==> config.mk <==
export PLATFORM = sky130hd
export DESIGN_NAME = seg_scan_decoder
export DESIGN_NICKNAME = d
export VERILOG_FILES = /design/src/rtl/seg_pkg.sv /design/src/rtl/seg_pattern_decode.sv /design/src/rtl/seg_scan_decoder.sv
export SDC_FILE = /design/constraint.sdc
export NUM_CORES = 1
export LEC_CHECK = 0
export ABC_AREA = 0
export CAP_MARGIN = 15
export CORE_MARGIN = 2
export CORE_UTILIZATION = 49
export CTS_BUF_LIST = sky130_fd_sc_hd__clkbuf_4
export DETAILED_ROUTE_END_ITERATION = 16
export GPL_TIMING_DRIVEN = 1
export HOLD_SLACK_MARGIN = 0.02
export PLACE_DENSITY = 0.75
export SLEW_MARGIN = 20
export SYNTH_ARGS = -nofsm -noshare
export SYNTH_HDL_FRONTEND = slang
export SYNTH_HIERARCHICAL = 1
export SYNTH_SLANG_ARGS = --single-unit
==> constraint.sdc <==
create_clock -name clk -period 2.9 [get_ports clk]
set_input_delay 0.87 -clock clk [delete_from_list [all_inputs] [get_ports clk]]
set_output_delay 0.87 -clock clk [all_outputs]
set_load 0.01 [all_outputs]
==> src/rtl/seg_pkg.sv <==
// Shared seven-segment definitions.
// Segment bit order: bit6=a, bit5=b, bit4=c, bit3=d, bit2=e, bit1=f, bit0=g.
// Holds the hex font patterns (active-high) and the blank pattern.
package seg_pkg;

  localparam int SEG_W = 7;

  typedef logic [SEG_W-1:0] seg_t;

  localparam seg_t SEG_0     = 7'h7E;
  localparam seg_t SEG_1     = 7'h30;
  localparam seg_t SEG_2     = 7'h6D;
  localparam seg_t SEG_3     = 7'h79;
  localparam seg_t SEG_4     = 7'h33;
  localparam seg_t SEG_5     = 7'h5B;
  localparam seg_t SEG_6     = 7'h5F;
  localparam seg_t SEG_7     = 7'h70;
  localparam seg_t SEG_8     = 7'h7F;
  localparam seg_t SEG_9     = 7'h7B;
  localparam seg_t SEG_A     = 7'h77;
  localparam seg_t SEG_B     = 7'h1F;
  localparam seg_t SEG_C     = 7'h4E;
  localparam seg_t SEG_D     = 7'h3D;
  localparam seg_t SEG_E     = 7'h4F;
  localparam seg_t SEG_F     = 7'h47;
  localparam seg_t SEG_BLANK = 7'h00;

endpackage

==> src/rtl/seg_pattern_decode.sv <==
// Combinational inverse of the hex seven-segment font.
// Ports:
//   pattern - active-high segment pattern (bit6=a .. bit0=g)
//   nibble  - decoded hex value, 0 when not a font entry
//   hit     - pattern is one of the 16 font entries
//   blank   - pattern is all segments off
module seg_pattern_decode
  import seg_pkg::*;
(
  input  logic [SEG_W-1:0] pattern,
  output logic [3:0]       nibble,
  output logic             hit,
  output logic             blank
);

  always_comb begin
    {hit, nibble} = 5'h00;
    unique case (pattern)
      SEG_0:   {hit, nibble} = 5'h10;
      SEG_1:   {hit, nibble} = 5'h11;
      SEG_2:   {hit, nibble} = 5'h12;
      SEG_3:   {hit, nibble} = 5'h13;
      SEG_4:   {hit, nibble} = 5'h14;
      SEG_5:   {hit, nibble} = 5'h15;
      SEG_6:   {hit, nibble} = 5'h16;
      SEG_7:   {hit, nibble} = 5'h17;
      SEG_8:   {hit, nibble} = 5'h18;
      SEG_9:   {hit, nibble} = 5'h19;
      SEG_A:   {hit, nibble} = 5'h1A;
      SEG_B:   {hit, nibble} = 5'h1B;
      SEG_C:   {hit, nibble} = 5'h1C;
      SEG_D:   {hit, nibble} = 5'h1D;
      SEG_E:   {hit, nibble} = 5'h1E;
      SEG_F:   {hit, nibble} = 5'h1F;
      default: {hit, nibble} = 5'h00;
    endcase
  end

  assign blank = (pattern == SEG_BLANK);

endmodule

==> src/rtl/seg_scan_decoder.sv <==
// Recovers hex digits from a scanned seven-segment bus.
// Ports:
//   clk, rst_n    - clock, asynchronous active-low reset
//   seg_in        - segment bus (bit6=a .. bit0=g), asynchronous to clk
//   dig_in        - digit select, one-hot when valid, asynchronous to clk
//   digits_out    - decoded nibbles, digit i at [4i+3:4i]
//   digit_valid   - digit i holds a successfully decoded value
//   digit_err     - last capture of digit i was an unrecognised pattern
//   update_pulse  - one-cycle pulse on every capture
//   frame_done    - one-cycle pulse when all digits captured since last frame
module seg_scan_decoder
  import seg_pkg::*;
#(
  parameter int unsigned NUM_DIGITS     = 4,
  parameter int unsigned STABLE_CYCLES  = 8,
  parameter bit          SEG_ACTIVE_LOW = 1'b0,
  parameter bit          DIG_ACTIVE_LOW = 1'b0
) (
  input  logic                    clk,
  input  logic                    rst_n,
  input  logic [SEG_W-1:0]        seg_in,
  input  logic [NUM_DIGITS-1:0]   dig_in,
  output logic [4*NUM_DIGITS-1:0] digits_out,
  output logic [NUM_DIGITS-1:0]   digit_valid,
  output logic [NUM_DIGITS-1:0]   digit_err,
  output logic                    update_pulse,
  output logic                    frame_done
);

  localparam logic [7:0] CntMax = 8'(STABLE_CYCLES);

  seg_t                    seg_s1_q, seg_s2_q, seg_prev_q, seg_cur;
  logic [NUM_DIGITS-1:0]   dig_s1_q, dig_s2_q, dig_prev_q, dig_cur;
  logic [7:0]              cnt_q, cnt_d;
  logic                    armed_q, armed_d;
  logic [NUM_DIGITS-1:0]   mask_q, mask_d, mask_set;
  logic [4*NUM_DIGITS-1:0] digits_q, digits_d;
  logic [NUM_DIGITS-1:0]   valid_q, valid_d, err_q, err_d;
  logic                    upd_q, upd_d, frame_q, frame_d;
  logic                    changed, dig_ok, capture;
  logic [3:0]              dec_nibble;
  logic                    dec_hit, dec_blank;

  // Two-flop synchronisers on the raw bus.
  always_ff @(posedge clk or negedge rst_n) begin
    if (!rst_n) begin
      seg_s1_q <= '0;
      seg_s2_q <= '0;
      dig_s1_q <= '0;
      dig_s2_q <= '0;
    end else begin
      seg_s1_q <= seg_in;
      seg_s2_q <= seg_s1_q;
      dig_s1_q <= dig_in;
      dig_s2_q <= dig_s1_q;
    end
  end

  assign seg_cur = seg_s2_q ^ {SEG_W{SEG_ACTIVE_LOW}};
  assign dig_cur = dig_s2_q ^ {NUM_DIGITS{DIG_ACTIVE_LOW}};

  assign changed = ({seg_cur, dig_cur} != {seg_prev_q, dig_prev_q});
  assign dig_ok  = $onehot(dig_cur);
  // cnt_q only reaches CntMax when prev holds a dwell of a one-hot select.
  assign capture = armed_q && (cnt_q == CntMax) && $onehot(dig_prev_q);

  always_comb begin
    cnt_d   = cnt_q;
    armed_d = armed_q;
    if (capture) armed_d = 1'b0;
    if (!dig_ok) begin
      cnt_d   = '0;
      armed_d = 1'b1;
    end else if (changed) begin
      cnt_d   = 8'd1;
      armed_d = 1'b1;
    end else if (cnt_q != CntMax) begin
      cnt_d = cnt_q + 8'd1;
    end
  end

  seg_pattern_decode u_decode (
    .pattern (seg_prev_q),
    .nibble  (dec_nibble),
    .hit     (dec_hit),
    .blank   (dec_blank)
  );

  assign mask_set = mask_q | dig_prev_q;

  always_comb begin
    digits_d = digits_q;
    valid_d  = valid_q;
    err_d    = err_q;
    mask_d   = mask_q;
    upd_d    = capture;
    frame_d  = 1'b0;
    if (capture) begin
      for (int unsigned i = 0; i < NUM_DIGITS; i++) begin
        if (dig_prev_q[i]) begin
          if (dec_hit) begin
            digits_d[4*i +: 4] = dec_nibble;
            valid_d[i]         = 1'b1;
            err_d[i]           = 1'b0;
          end else begin
            valid_d[i] = 1'b0;
            err_d[i]   = !dec_blank;
          end
        end
      end
      if (&mask_set) begin
        frame_d = 1'b1;
        mask_d  = '0;
      end else begin
        mask_d = mask_set;
      end
    end
  end

  always_ff @(posedge clk or negedge rst_n) begin
    if (!rst_n) begin
      seg_prev_q <= '0;
      dig_prev_q <= '0;
      cnt_q      <= '0;
      armed_q    <= 1'b1;
      mask_q     <= '0;
      digits_q   <= '0;
      valid_q    <= '0;
      err_q      <= '0;
      upd_q      <= 1'b0;
      frame_q    <= 1'b0;
    end else begin
      seg_prev_q <= seg_cur;
      dig_prev_q <= dig_cur;
      cnt_q      <= cnt_d;
      armed_q    <= armed_d;
      mask_q     <= mask_d;
      digits_q   <= digits_d;
      valid_q    <= valid_d;
      err_q      <= err_d;
      upd_q      <= upd_d;
      frame_q    <= frame_d;
    end
  end

  assign digits_out   = digits_q;
  assign digit_valid  = valid_q;
  assign digit_err    = err_q;
  assign update_pulse = upd_q;
  assign frame_done   = frame_q;

endmodule

==> flow_summary.ini <==
[floorplan]
start_util_pct = 51.5
fp.dieArea_sq_um = 6950
io_pins = 39
die_x_microns = 83.4
die_h_microns = 83.4
num_rows = 28
coreArea_sq_um = 5990

[power_and_ir_drop]
power_switching_uw = 465
seqPwrFrac_pct = 57.8
intPower_uw = 1360
power.density_nw_per_um2 = 478
leakagePower_uw = 0.00172
p_comb_share_pct = 7.8
ir_drop_mv = 0.410
clock_power_share_pct = 34.4
finalPower_uw = 1830
netSwitchingFraction_pct = 25.4

[sta]
skew_ns = 0.00767
drv_slew = 0
finalWorstSetupSlack_ns = 0.0309
finalCritPeriodShare_pct = 98.9
rsz0062_at_grt = yes
final_hold_viol_count = 0
fin_hold_ws_ns = 0.359
max_freq_ghz = 0.349
worst_pin_slew_ns = 0.636
max_slew_margin_pct = 57.6
fin_crit_ns = 2.87
setup_viol = 0

[yosys]
async_flop_share_pct = 100
synthesis.area_sq_um = 3090
synthTopCellsByArea = dfrtp_1 (58%), mux2_2 (8.8%), xor2_1 (4.5%), ha_1 (2.4%), nand3_1 (1.9%)
yosys-top-cells-count = dfrtp_1 (71), mux2_2 (24), xor2_1 (16), inv_1 (15), nand3_1 (12)
synth.yosys.seq_area_share_pct = 58.4
yosys_register_bits = 72
syn-num-nets = 266
synth_edf_count = 0
synth_cell_types = 48
synthAdderAreaFrac_pct = 3.73
synth_top_family_by_area = simple AND/OR/NAND/NOR gates
yosysMostFrequentCell = dfrtp_1
synth_compound_area_share_pct = 5.72
yosys.area_share.xor_xnor_pct = 5.11
synth_mux_area_share_pct = 9.08
synth_simple_gate_area_share_pct = 14.3
ys.flop_type = dfrtp_1
synthCells = 245
synth_area_per_cell_sq_um = 12.6
yosysTopAreaCellShare_pct = 57.6
yosysTopAreaCell = dfrtp_1
ys.warnings.count = 6

[hold_path]
hold_path.class = flip-flop to flip-flop
holdPathEnd = dig_cur[0]
hold_start = dig_s1_q[0]
min_path_cells = 0

[grt]
grt_max_degree = 47
grt_pass1_vias = 1999
grt_pass1_wl_mm = 9.54
antenna_found_initial = 0
grt_usage_pct = 17.4
grt_overflow_total = 0

[clock_tree]
htree_levels = 3
clk_latency_ns = 0.41
cts_buffers = 9
cts_buffer_depth = 2
cts_root_buffer = clkbuf_4
clkSinkCount = 72
clk_pin_slew_ns = 0.11
cts_tree = built

[setup_path]
worstSetupPathType = flip-flop to flip-flop
slowest_delay_ns = 0.54
r2r_end = digits_out[3]
r2r_setup_slack_ns = 0.03
startpoint_type = flip-flop
crit_start = dig_prev_q[0]
worst-path-max-fanout = 4
r2r_start = dig_prev_q[0]
worstSetupEndpointType = flip-flop
rr_worst_depth = 10
critPathRequiredTime_ns = 3.20
slowest_stage = or4bb_4
path_cells = inv_2 -> fa_1 -> inv_1 -> ha_2 -> ha_4 -> or4bb_4 -> nor4_4 -> buf_4 -> nand3_4 -> mux2_4
arrival_ns = 3.17

[drt]
firstDrtPassIters = 4
dr.first_iter.drc_count = 111
vias = 2018
finalWirelength_mm = 5.61
vias_per_cell = 5.35
drc = 0
final_antenna_net_count = 0
wl_per_cell_microns = 14.9

[final_layout]
fill_cells = 445
n_antenna_cell = 0
drive_gt1_share_pct = 22.5
design_area_sq_um = 3830
area_growth_pct = 24.0
nets = 318

[flow_run]
drv_cap = 0

[outcome]
status = completed

[placed_design]
dpl_worst_slack_ns = -0.0720
dp_hpwl_mm = 3.88
port_buffers = 38
gp_congestion = 0.853
place_area_sq_um = 3590
-- routing by layer --
layer / routed length, microns / global-route usage, % / vias to the layer above
met1: 2560 / 22.2 / 974
met2: 2580 / 27.1 / 65
met3: 343 / 6.46 / 13
met5: 0 / 0 / -
li1: - / - / 966
met4: 126 / 6.56 / 0
-- worst max-delay path, delay by kind of cell, from the launching register on --
family                     cells  cell delay [ns]
buffers and inverters          3             0.30
muxes                          1             0.33
DFF                            1             0.37
adders and majority gates      3             0.90
and+or+nand+nor                3             0.85
-- layout make-up --
cell class              instances  area, sq um  area share (%)
multi-input cells             149         1250            32.7
well taps                      75         93.8            2.45
flip-flops and latches         72         1800            47.1
clock inverters                 7         78.8            2.06
repair buffers                 50          478            12.5
clock buffers                   9         67.6            1.76
inverters                      15         56.3            1.47
-- sequential cells by signal, indices dropped and copies added (netlist names) --
| name | cells |
|---|---|
| update_pulse | 1 |
| dig_prev_q | 4 |
| dig_cur | 4 |
| seg_cur | 7 |
| digits_out | 16 |
| frame_done | 1 |
| armed_q | 1 |
| digit_err | 4 |
| mask_q | 4 |
| digit_valid | 4 |
| seg_s1_q | 7 |
| seg_prev_q | 7 |
| dig_s1_q | 4 |
| cnt_q | 8 |
-- how the worst max path moves through the flow --
stage / end / slack, ns
after global placement: digits_out[4] / 0.02
final: digits_out[3] / 0.03
after floorplan: digits_out[10] / -0.14
after global routing: digit_err[1] / -0.1
after detailed placement: digits_out[15] / -0.07
after CTS: digits_out[5] / 0.009
-- cell families after synthesis --
kind of cell	after synthesis
fa+ha+maj	8
mux	25
compound gates	28
buf+inv	24
simple gates	70
flops	72
xor+xnor	18
-- per-stage QoR --
| step | instances | TNS [ns] | utilization, % |
|---|---|---|---|
| detailed placement | 359 | -0.950 | 59.9 |
| global route | 377 | -1.19 | 63.9 |
| global placement | 359 | 0 | 59.9 |
| CTS | 376 | 0 | 63.3 |
| finish | 377 | 0 | 63.9 |
| floorplan | 245 | -0.669 | - |
-- power by group through the flow --
stage	clock network (uW)	registers, uW	logic [uW]
finish	629	1060	142
global route	696	1060	162
CTS	656	1060	140
detailed placement	0	1080	135
global placement	0	1080	129
floorplan	0	1070	75.3
-- timing repair --
item	in CTS	in global routing
gates resized for setup	11	5
endpoints found under the setup margin	20	25
hold buffers	0	0
pin swaps	1	0
setup buffers	1	1
-- layout by cell type (no fill, tap or decap), types with 4 or more instances in the layout --
| master | netlist | layout |
|---|---|---|
| nor4_1 | 4 | 4 |
| o22ai_1 | 4 | 4 |
| inv_1 | 15 | 14 |
| buf_4 | 0 | 11 |
| mux2_2 | 24 | 19 |
| a21oi_1 | 11 | 11 |
| nor2_1 | 10 | 10 |
| mux2_4 | 0 | 5 |
| clkbuf_4 | 0 | 9 |
| ha_1 | 6 | 4 |
| dfrtp_1 | 71 | 71 |
| clkdlybuf4s50_1 | 0 | 37 |
| xor2_1 | 16 | 16 |
| nand3_1 | 12 | 9 |
| nand2_1 | 11 | 11 |
(Power assumes the default switching activity.)
